File: config.mk
export PLATFORM = sky130hd
export DESIGN_NAME = mod_counter_chain_flat
export DESIGN_NICKNAME = d
export VERILOG_FILES = /design/src/rtl/mod_counter_chain_pkg.sv /design/src/rtl/mod_counter_chain_if.sv /design/src/rtl/mod_counter_chain_stage.sv /design/src/rtl/mod_counter_chain.sv /design/src/flat_wrapper.sv
export SDC_FILE = /design/constraint.sdc
export NUM_CORES = 1
export LEC_CHECK = 0
export CAP_MARGIN = 0
export CORE_ASPECT_RATIO = 1.75
export CORE_MARGIN = 10
export CORE_UTILIZATION = 40
export CTS_CLUSTER_DIAMETER = 40
export DETAILED_ROUTE_END_ITERATION = 6
export PLACE_DENSITY_LB_ADDON = 0.3
export SYNTH_ARGS = -nofsm -noshare
export SYNTH_HDL_FRONTEND = slang
export SYNTH_SLANG_ARGS = --single-unit
File: constraint.sdc
create_clock -name clk -period 2.1 [get_ports clk]
set_input_delay 0.42 -clock clk [delete_from_list [all_inputs] [get_ports clk]]
set_output_delay 0.42 -clock clk [all_outputs]
set_load 0.005 [all_outputs]
File: src/rtl/mod_counter_chain_pkg.sv
// Shared types, constants and helpers for the cascaded modulo counter.
// Stage moduli are carried as 32-bit fields packed into one vector, with stage 0 at the LSBs.
package mod_counter_pkg;

    localparam int MAX_STAGES = 32;
    localparam int MOD_BUS_W  = MAX_STAGES * 32;

    // hundredths, tenths, seconds, tens-of-seconds
    localparam logic [127:0] DEFAULT_STOPWATCH_MODS = {32'd6, 32'd10, 32'd10, 32'd10};

    function automatic logic [31:0] get_mod(input logic [MOD_BUS_W-1:0] mods, input int i);
        return mods[32*i +: 32];
    endfunction

    function automatic logic [31:0] clamp(input logic [31:0] digit, input logic [31:0] modulus);
        return (digit >= modulus) ? modulus - 32'd1 : digit;
    endfunction

endpackage

File: src/rtl/mod_counter_chain_if.sv
// Control and status bundle of the counter chain.
// The master drives the step and load controls; the slave returns the counts and pulses.
interface mod_counter_chain_if #(
    parameter int NUM_STAGES = 4,
    parameter int WIDTH      = 4
);
    logic                          increment;
    logic                          down;
    logic                          load;
    logic [NUM_STAGES*WIDTH-1:0]   load_value;
    logic [NUM_STAGES*WIDTH-1:0]   count;
    logic [NUM_STAGES-1:0]         rollover;
    logic                          overflow;
    logic                          terminal;

    modport master (
        output increment, down, load, load_value,
        input  count, rollover, overflow, terminal
    );

    modport slave (
        input  increment, down, load, load_value,
        output count, rollover, overflow, terminal
    );
endinterface

File: src/rtl/mod_counter_chain_stage.sv
// One modulo-M digit of the counter chain, counting up or down with a synchronous clamped load.
// Its terminal flag follows the current direction, so a carry can ripple through every stage in one cycle.
module mod_counter_stage
    import mod_counter_pkg::*;
#(
    parameter int          WIDTH     = 4,
    parameter logic [31:0] MOD_VALUE = 32'd10
) (
    input  logic             clk,
    input  logic             reset,
    input  logic             carry_in,
    input  logic             down,
    input  logic             load,
    input  logic [WIDTH-1:0] load_digit,
    output logic [WIDTH-1:0] count,
    output logic             carry_out,
    output logic             at_terminal
);

    if (MOD_VALUE < 32'd2 || 64'(MOD_VALUE) > (64'd1 << WIDTH)) begin : g_bad_mod
        $fatal(1, "mod_counter_stage: modulus %0d out of range for WIDTH %0d", MOD_VALUE, WIDTH);
    end

    localparam logic [WIDTH-1:0] TOP = WIDTH'(MOD_VALUE - 32'd1);

    logic [WIDTH-1:0] load_clamped;

    assign load_clamped = WIDTH'(clamp(32'(load_digit), MOD_VALUE));
    assign at_terminal  = down ? (count == '0) : (count == TOP);
    assign carry_out    = carry_in & at_terminal;

    always_ff @(posedge clk) begin
        if (reset) begin
            count <= '0;
        end else if (load) begin
            count <= load_clamped;
        end else if (carry_in) begin
            if (at_terminal)
                count <= down ? TOP : '0;
            else
                count <= down ? count - 1'b1 : count + 1'b1;
        end
    end

endmodule

File: src/rtl/mod_counter_chain.sv
// Cascade of modulo digits with a ripple carry, registered rollover and overflow pulses,
// and optional saturation of the whole chain at its terminal value.
module mod_counter_chain
    import mod_counter_pkg::*;
#(
    parameter int                        NUM_STAGES = 4,
    parameter int                        WIDTH      = 4,
    parameter logic [NUM_STAGES*32-1:0]  MOD_VALUES = DEFAULT_STOPWATCH_MODS,
    parameter bit                        WRAP_MODE  = 1'b1
) (
    input  logic                clk,
    input  logic                reset,
    mod_counter_chain_if.slave  bus
);

    if (NUM_STAGES < 1 || NUM_STAGES > MAX_STAGES) begin : g_bad_stages
        $fatal(1, "mod_counter_chain: NUM_STAGES %0d out of range", NUM_STAGES);
    end

    localparam logic [MOD_BUS_W-1:0] MOD_BUS = MOD_BUS_W'(MOD_VALUES);

    logic [NUM_STAGES:0]          carry;
    logic [NUM_STAGES-1:0]        stage_term;
    logic [NUM_STAGES*WIDTH-1:0]  count_all;
    logic                         chain_terminal;
    logic [NUM_STAGES-1:0]        rollover_q;
    logic                         overflow_q;

    assign chain_terminal = &stage_term;
    // In saturate mode a step at the terminal value is swallowed before it reaches the chain.
    assign carry[0] = bus.increment & ~(chain_terminal & ~WRAP_MODE);

    for (genvar i = 0; i < NUM_STAGES; i++) begin : g_stage
        mod_counter_stage #(
            .WIDTH     (WIDTH),
            .MOD_VALUE (get_mod(MOD_BUS, i))
        ) u_stage (
            .clk         (clk),
            .reset       (reset),
            .carry_in    (carry[i]),
            .down        (bus.down),
            .load        (bus.load),
            .load_digit  (bus.load_value[WIDTH*i +: WIDTH]),
            .count       (count_all[WIDTH*i +: WIDTH]),
            .carry_out   (carry[i+1]),
            .at_terminal (stage_term[i])
        );
    end

    always_ff @(posedge clk) begin
        if (reset || bus.load) begin
            rollover_q <= '0;
            overflow_q <= 1'b0;
        end else begin
            rollover_q <= carry[NUM_STAGES:1];
            overflow_q <= bus.increment & chain_terminal;
        end
    end

    assign bus.count    = count_all;
    assign bus.rollover = rollover_q;
    assign bus.overflow = overflow_q;
    assign bus.terminal = chain_terminal;

endmodule

File: src/flat_wrapper.sv
// flat-port wrapper written by rule: the top's interface ports become plain ports
module mod_counter_chain_flat import mod_counter_pkg::*;
#(
    parameter int                        NUM_STAGES = 4,
    parameter int                        WIDTH      = 4,
    parameter logic [NUM_STAGES*32-1:0]  MOD_VALUES = DEFAULT_STOPWATCH_MODS,
    parameter bit                        WRAP_MODE  = 1'b1
)
  (clk, reset, bus_increment, bus_down, bus_load, bus_load_value, bus_count, bus_rollover, bus_overflow, bus_terminal);
  mod_counter_chain_if #(.NUM_STAGES(NUM_STAGES), .WIDTH(WIDTH)) bus_i ();
  input  logic clk;
  input  logic reset;
  input wire logic [$bits(bus_i.increment)-1:0] bus_increment;
  input wire logic [$bits(bus_i.down)-1:0] bus_down;
  input wire logic [$bits(bus_i.load)-1:0] bus_load;
  input wire logic [$bits(bus_i.load_value)-1:0] bus_load_value;
  output wire logic [$bits(bus_i.count)-1:0] bus_count;
  output wire logic [$bits(bus_i.rollover)-1:0] bus_rollover;
  output wire logic [$bits(bus_i.overflow)-1:0] bus_overflow;
  output wire logic [$bits(bus_i.terminal)-1:0] bus_terminal;
  assign bus_i.increment = bus_increment;
  assign bus_i.down = bus_down;
  assign bus_i.load = bus_load;
  assign bus_i.load_value = bus_load_value;
  assign bus_count = bus_i.count;
  assign bus_rollover = bus_i.rollover;
  assign bus_overflow = bus_i.overflow;
  assign bus_terminal = bus_i.terminal;
  mod_counter_chain #(.NUM_STAGES(NUM_STAGES), .WIDTH(WIDTH), .MOD_VALUES(MOD_VALUES), .WRAP_MODE(WRAP_MODE)) u_core (.clk(clk), .reset(reset), .bus(bus_i));
endmodule
Yosys cells after proc, flatten, opt, wreduce, memory -nomap -nowiden
Index checks and enable logic that the tools add are counted.

storage, ports and cells
  flip-flop bits (word level) = 21
  output and inout port bits = 22
  logic and storage cells = 63

operators by class
  add/subtract/negate cells = 8
  magnitude comparators = 4
  eq/ne operators = 4
  muxes and demuxes = 26
  bitwise gates (word level) = 5
  reductions and logical operators = 10

operators by type and width
  cell                 number
  $mux 4               21
  $add 4x1->4 const B  4
  $logic_not 4->1      4
  $sub 4x1->4 const B  4
  $eq 4x4->1 const B   3
  $ge 4x4->1 const B   3
  $reduce_bool 2->1    4
  $and 1x1->1          5
  $eq 4x3->1 const B   1
  $ge 4x3->1 const B   1
  $mux 1               4
  $reduce_and 4->1     1
  $mux 3               1
  $logic_or 1x1->1     1

Depth between registers and ports, before layout
  depth in word-level cells = 7
  depth in mapped cells = 7
  depth with buffers taken out = 6

Hierarchy
Synthesis repeated with hierarchy kept, for this count alone.

second synthesis, totals
  cells, all modules = 208
  area, all modules = 1,704.1 µm²

modules (own cells, without submodules)
  module                                             times used  cells each  area each (µm²)  seq. area each (µm²)
  mod_counter_stage (u_core.g_stage[0].u_stage ...)  3           52          402.9            80.1
  mod_counter_stage (u_core.g_stage[3].u_stage)      1           40          349.1            80.1
  mod_counter_chain                                  1           12          146.4            100.1

Least setup slack after synthesis
Ideal clock, no wire load.

  path type = reg-to-reg
  start = register u_core.g_stage[0].u_stage.count[0]
  end = register u_core.g_stage[3].u_stage.count[1]
  setup time = 74 ps
  data arrival time = 2,078 ps
  slack = -52 ps
  cell stages (with the launch flop) = 6
  cell sequence = dfxtp_1 > or3b_1 > a2111o_1 > nor4b_4 > mux2_2 > o21ai_0

on the way
  word-level cells in the longest chain between the ends = 6
  elaborated cells between the ends (all ways) = 7
  those cells by class = eq/ne: 1; mux: 1; bitwise: 3; reduce/logical: 2

ends and longest elaborated chain
  element                                               RTL line                       RTL
  from (decl)                                           mod_counter_chain_stage.sv:15  output logic [WIDTH-1:0] count,
  from (signal assigned)                                mod_counter_chain_stage.sv:36  count <= load_clamped;
  from (signal assigned)                                mod_counter_chain_stage.sv:39  count <= down ? TOP : '0;
  from (signal assigned)                                mod_counter_chain_stage.sv:41  count <= down ? count - 1'b1 : count + 1'b1;
  $eq 4x4->1 / $logic_not 4->1 (equally long branches)  mod_counter_chain_stage.sv:29  assign at_terminal = down ? (count == '0) : (count == TOP);
  $mux 1 (*)                                            mod_counter_chain_stage.sv:29
  $and 1x1->1 (*) (3 in series)                         mod_counter_chain_stage.sv:30  assign carry_out = carry_in & at_terminal;
  $reduce_bool 2->1 (no source line) (*)                n/a
  to (signal assigned)                                  mod_counter_chain_stage.sv:36
  to (signal assigned)                                  mod_counter_chain_stage.sv:39
  to (signal assigned)                                  mod_counter_chain_stage.sv:41
  to (decl)                                             mod_counter_chain_stage.sv:15

Every way passes the cells marked *; elsewhere a longest branch is shown, timed or not.
A chain may end at the register's enable or synchronous reset.

Final worst setup path
  start = register u_core.g_stage[2].u_stage.count[0]
  end = output bus_terminal

on the way
  word-level cells in the longest chain between the ends = 3
  elaborated cells between the ends (all ways) = 4
  those cells by class = eq/ne: 1; mux: 1; reduce/logical: 2

ends and longest elaborated chain
  element                                               RTL line                       RTL
  from (decl)                                           mod_counter_chain_stage.sv:15
  from (signal assigned)                                mod_counter_chain_stage.sv:36
  from (signal assigned)                                mod_counter_chain_stage.sv:39
  from (signal assigned)                                mod_counter_chain_stage.sv:41
  $eq 4x4->1 / $logic_not 4->1 (equally long branches)  mod_counter_chain_stage.sv:29
  $mux 1 (*)                                            mod_counter_chain_stage.sv:29
  $reduce_and 4->1 (*)                                  mod_counter_chain.sv:29        assign chain_terminal = &stage_term;
  to (decl)                                             flat_wrapper.sv:20             output wire logic [$bits(bus_i.terminal)-1:0] bus_terminal;

Marks and branches as above.

==> run summary <==
The post-synthesis cell type count is 52. The antenna violation net count after detailed routing came out at 0. The count of buffers inserted at the top-level ports came out at 42. Entering global routing, the biggest net connects 17 pins. Across every metal layer, demand over resource in global routing totals 14.60%. The worst hold path terminates at u_core.bus.rollover[2]. The final-stage net count is 298. The number of antenna violations at the first check in global routing came out at 0.

Along the worst path, the maximum fanout reaches 3. The endpoint identified for the worst register-to-register timing path is u_core.g_stage[3].u_stage.count[1]. The mean instance size in the synthesized netlist came out at 8.542 µm². Of the cells placed in the final design, the portion with a size suffix greater than 1 is 25.76%. In this run the critical register-to-register path is launched from u_core.g_stage[0].u_stage.count[0]. Setup repair after global routing could not meet its margin everywhere. The number of instances in the synthesized netlist came out at 185.

Once the floorplan was initialized, standard cells occupied 40.87% of the core. The via count of the first global-routing pass is 1788. The number of antenna cells inserted is 0. The worst hold path was traced through 2 stages. The total overflow left after global routing is 0.

The met2 demand-to-capacity share in global routing is 28.76%. In this run the biggest area consumer among cell types represents 26.60% of the synthesized area. For this run, the register share of the synthesized area comes to 26.60%. The met1 usage in global routing is 14.60%. The post-CTS clock slew at the launch and capture registers of the worst setup and hold paths is 0.08 ns. The maximum ir drop on the vdd rail is 364.5 µV.

The first global-routing pass estimated 8.128 mm of wire. The count of buffers added by post-CTS timing repair for setup is 0. The final routed DRC violation total came out at 0. The Yosys step of the flow raised 0 warnings.

Clock tree synthesis selected as its root buffer the cell clkbuf_8. In this run, the number of DRC markers left after iteration 0 of detailed routing was 107. The slack of the worst reg-to-reg path came out at 0.06 ns.

The synthesized design spends more area on one cell type than any other, namely dfxtp_1. The power density of the placed cells came out at 486.5 mW/mm². The checks that failed: negative setup slack.

In the synthesized netlist the dominant register cell turns out to be dfxtp_1. The count of cells along the worst register-to-register path is 6. The most heavily used metal layer in global routing is met2. The leakage power summed over all cells came out at 1.022 nW. The max-cap violation count came out at 0. The total nets after synthesis is 218. The number of pins with negative max-slew slack in the final report was 0. Sorting the synthesized cells by how often they occur yields 21 x dfxtp_1, 19 x nor2_1, 14 x nand2_1. The routed design has 4.995 mm of wire. The run finished, with violations left.

The number of enable flip-flop cells after synthesis came out at 0. The setup TNS after final layout is -0.02558 ns. The region available for standard cell placement spans 0.003866 mm².

The clock sink count is 21. The source-to-sink clock delay at the later pin of the worst-skew pair came out at 0.26 ns. In this run, synthesis produced a sequential element count of 21. The area enclosed by the die boundary came out at 0.006964 mm². The die span in x came out at 67.52 µm. In this run the most critical hold path is launched from u_core.g_stage[2].u_stage.count[2].

Clock skew on the completed layout was measured at 0.005428 ns. The top-level port count is 43. STA classifies the critical path startpoint as a flip-flop.

TritonCTS built the clock tree. The number of hold violations in the final report came out at 0. The headroom to the max-slew limit is 64.67%. The worst hold path class is flip-flop to flip-flop. STA classifies the critical path endpoint as an output port. The final design utilization came out at 62.30%. The via density per instance came out at 5.519. The average wire length per cell after detail routing is 16.01 µm. The met3 layer usage reported by global route came out at 1.959%. The most common cell in the synthesized netlist is dfxtp_1.

The count of standard-cell rows is 30. No sink is reached through more buffers than the 2 on the longest clock path. At the pin with the least slew margin, the transition time is 0.5166 ns.

The area growth from synthesis to layout came out at 52.41%. The worst endpoint data arrival time came out at 1.71 ns. The worst setup path startpoint is u_core.g_stage[2].u_stage.count[0]. The detailed-route via count is 1722. Detailed placement ended at an HPWL of 3.969 mm. The period utilization is 101.2%. The post-layout minimum cycle time came out at 2.126 ns.

The type of the worst setup path is flip-flop to output port. The hold buffer count at cts is 0. In this run the vertical extent of the chip is 103.2 µm. Yosys attributes the largest share of cell area to dfxtp_1 27%, ha_1 6.3%, fa_1 5.1%. The final setup violation count came out at 1.

The count of H-tree levels built during CTS came out at 1. The fmax is 0.4705 GHz. The required time reported for the critical path endpoint came out at 1.68 ns. The last weighted congestion value of the routability-driven placer came out at 0.8606. The number of buffers added by the clock tree synthesis step is 3.

The number of search-and-repair iterations in the first detailed-routing pass is 4. The fraction of registers with async set/reset came out at 0%. The post-route worst setup slack came out at -0.02558 ns. The synthesized area is 0.001580 mm².
## routing by layer
| metal | wire, µm | vias to the layer above |
|---|---|---|
| met4 | 89 | 0 |
| met5 | 0 | - |
| li1 | - | 848 |
| met3 | 209 | 8 |
| met2 | 2939 | 43 |
| met1 | 1757 | 823 |
## state kept, by name, summed over array words and instances (netlist names)
signal and flops:
u_core.g_stage.u_stage.count 16, u_core.bus.rollover 4, u_core.bus.overflow 1
## cells in the final DEF (no fill, tap or decap), types with 2 or more instances in the layout
cell             count
clkdlybuf4s50_1     40
buf_4               39
nor2_1              18
dfxtp_1             16
nand2_1             14
o21ai_0             12
a21oi_1              9
inv_1                8
ha_1                 8
nor3_1               6
xnor2_1              5
xor2_1               5
dfxtp_2              5
nand3b_1             4
a221oi_1             4
nand3_1              4
a21o_1               4
a211oi_1             4
fa_1                 4
and3_1               3
clkbuf_8             3
and3b_2              2
a21oi_2              2
a2111o_1             2
nand4_1              2
a311oi_1             2
mux2i_1              2
o2bb2ai_1            2
## worst max-delay path by stage
stage | endpoint | slack (ns) | depth (start not counted)
2_1_floorplan | u_core.g_stage[3].u_stage.count[1] | -0.03 | 5
6_report | bus_terminal | -0.03 | 5
3_3_place_gp | bus_terminal | -0.94 | 6
4_1_cts | bus_terminal | -0.03 | 5
3_5_place_dp | bus_terminal | -0.96 | 6
5_1_grt | bus_terminal | -0.11 | 5
## cell families after synthesis
family                   synth area share (%)
AO/OA/AOI/OAI                           25.10
XOR/XNOR                                5.542
adder cells (fa/ha/maj)                 11.40
buffers and inverters                   5.780
flip-flops                              26.60
multiplexers                            2.692
AND/OR/NAND/NOR                         22.88
## metrics by stage
step,hold WS [ns],power (mW),setup WS (ns),instances,area (µm²)
after global placement,0.5928,0.8878,-0.9416,308,2313
after floorplan,0.4979,0.6741,-0.03481,185,1594
final,0.5835,1.172,-0.02558,312,2409
after global routing,0.6093,1.244,-0.1097,312,2409
after detailed placement,0.5931,0.8957,-0.9564,308,2313
after CTS,0.5870,1.174,-0.02579,312,2391
## area by class of cell
| class | count | area (µm²) |
|---|---|---|
| inverter | 9 | 33.78 |
| multi-input combinational | 148 | 1119 |
| sequential | 21 | 426.7 |
| clock buffer | 4 | 45.04 |
| fill | 361 | 1458 |
| timing repair buffer | 82 | 724.4 |
| tap | 48 | 60.06 |
## power breakdown
part	internal, mW	switching (mW)
combinational	0.249	0.214
clock	0.135	0.133
sequential	0.423	0.0186
## critical path, cell delays in order, from the launching register on
cell     delay (ns)
dfxtp_2        0.36
and3b_2        0.19
a21oi_2        0.04
or4_4          0.50
nor3b_4        0.20
buf_2          0.15
## repair_timing
item	4_1_cts	5_1_grt
gates resized for setup	23	5
endpoints found under the setup margin	14	6
pin swaps	5	2
Power figures use the tool's default switching activity.
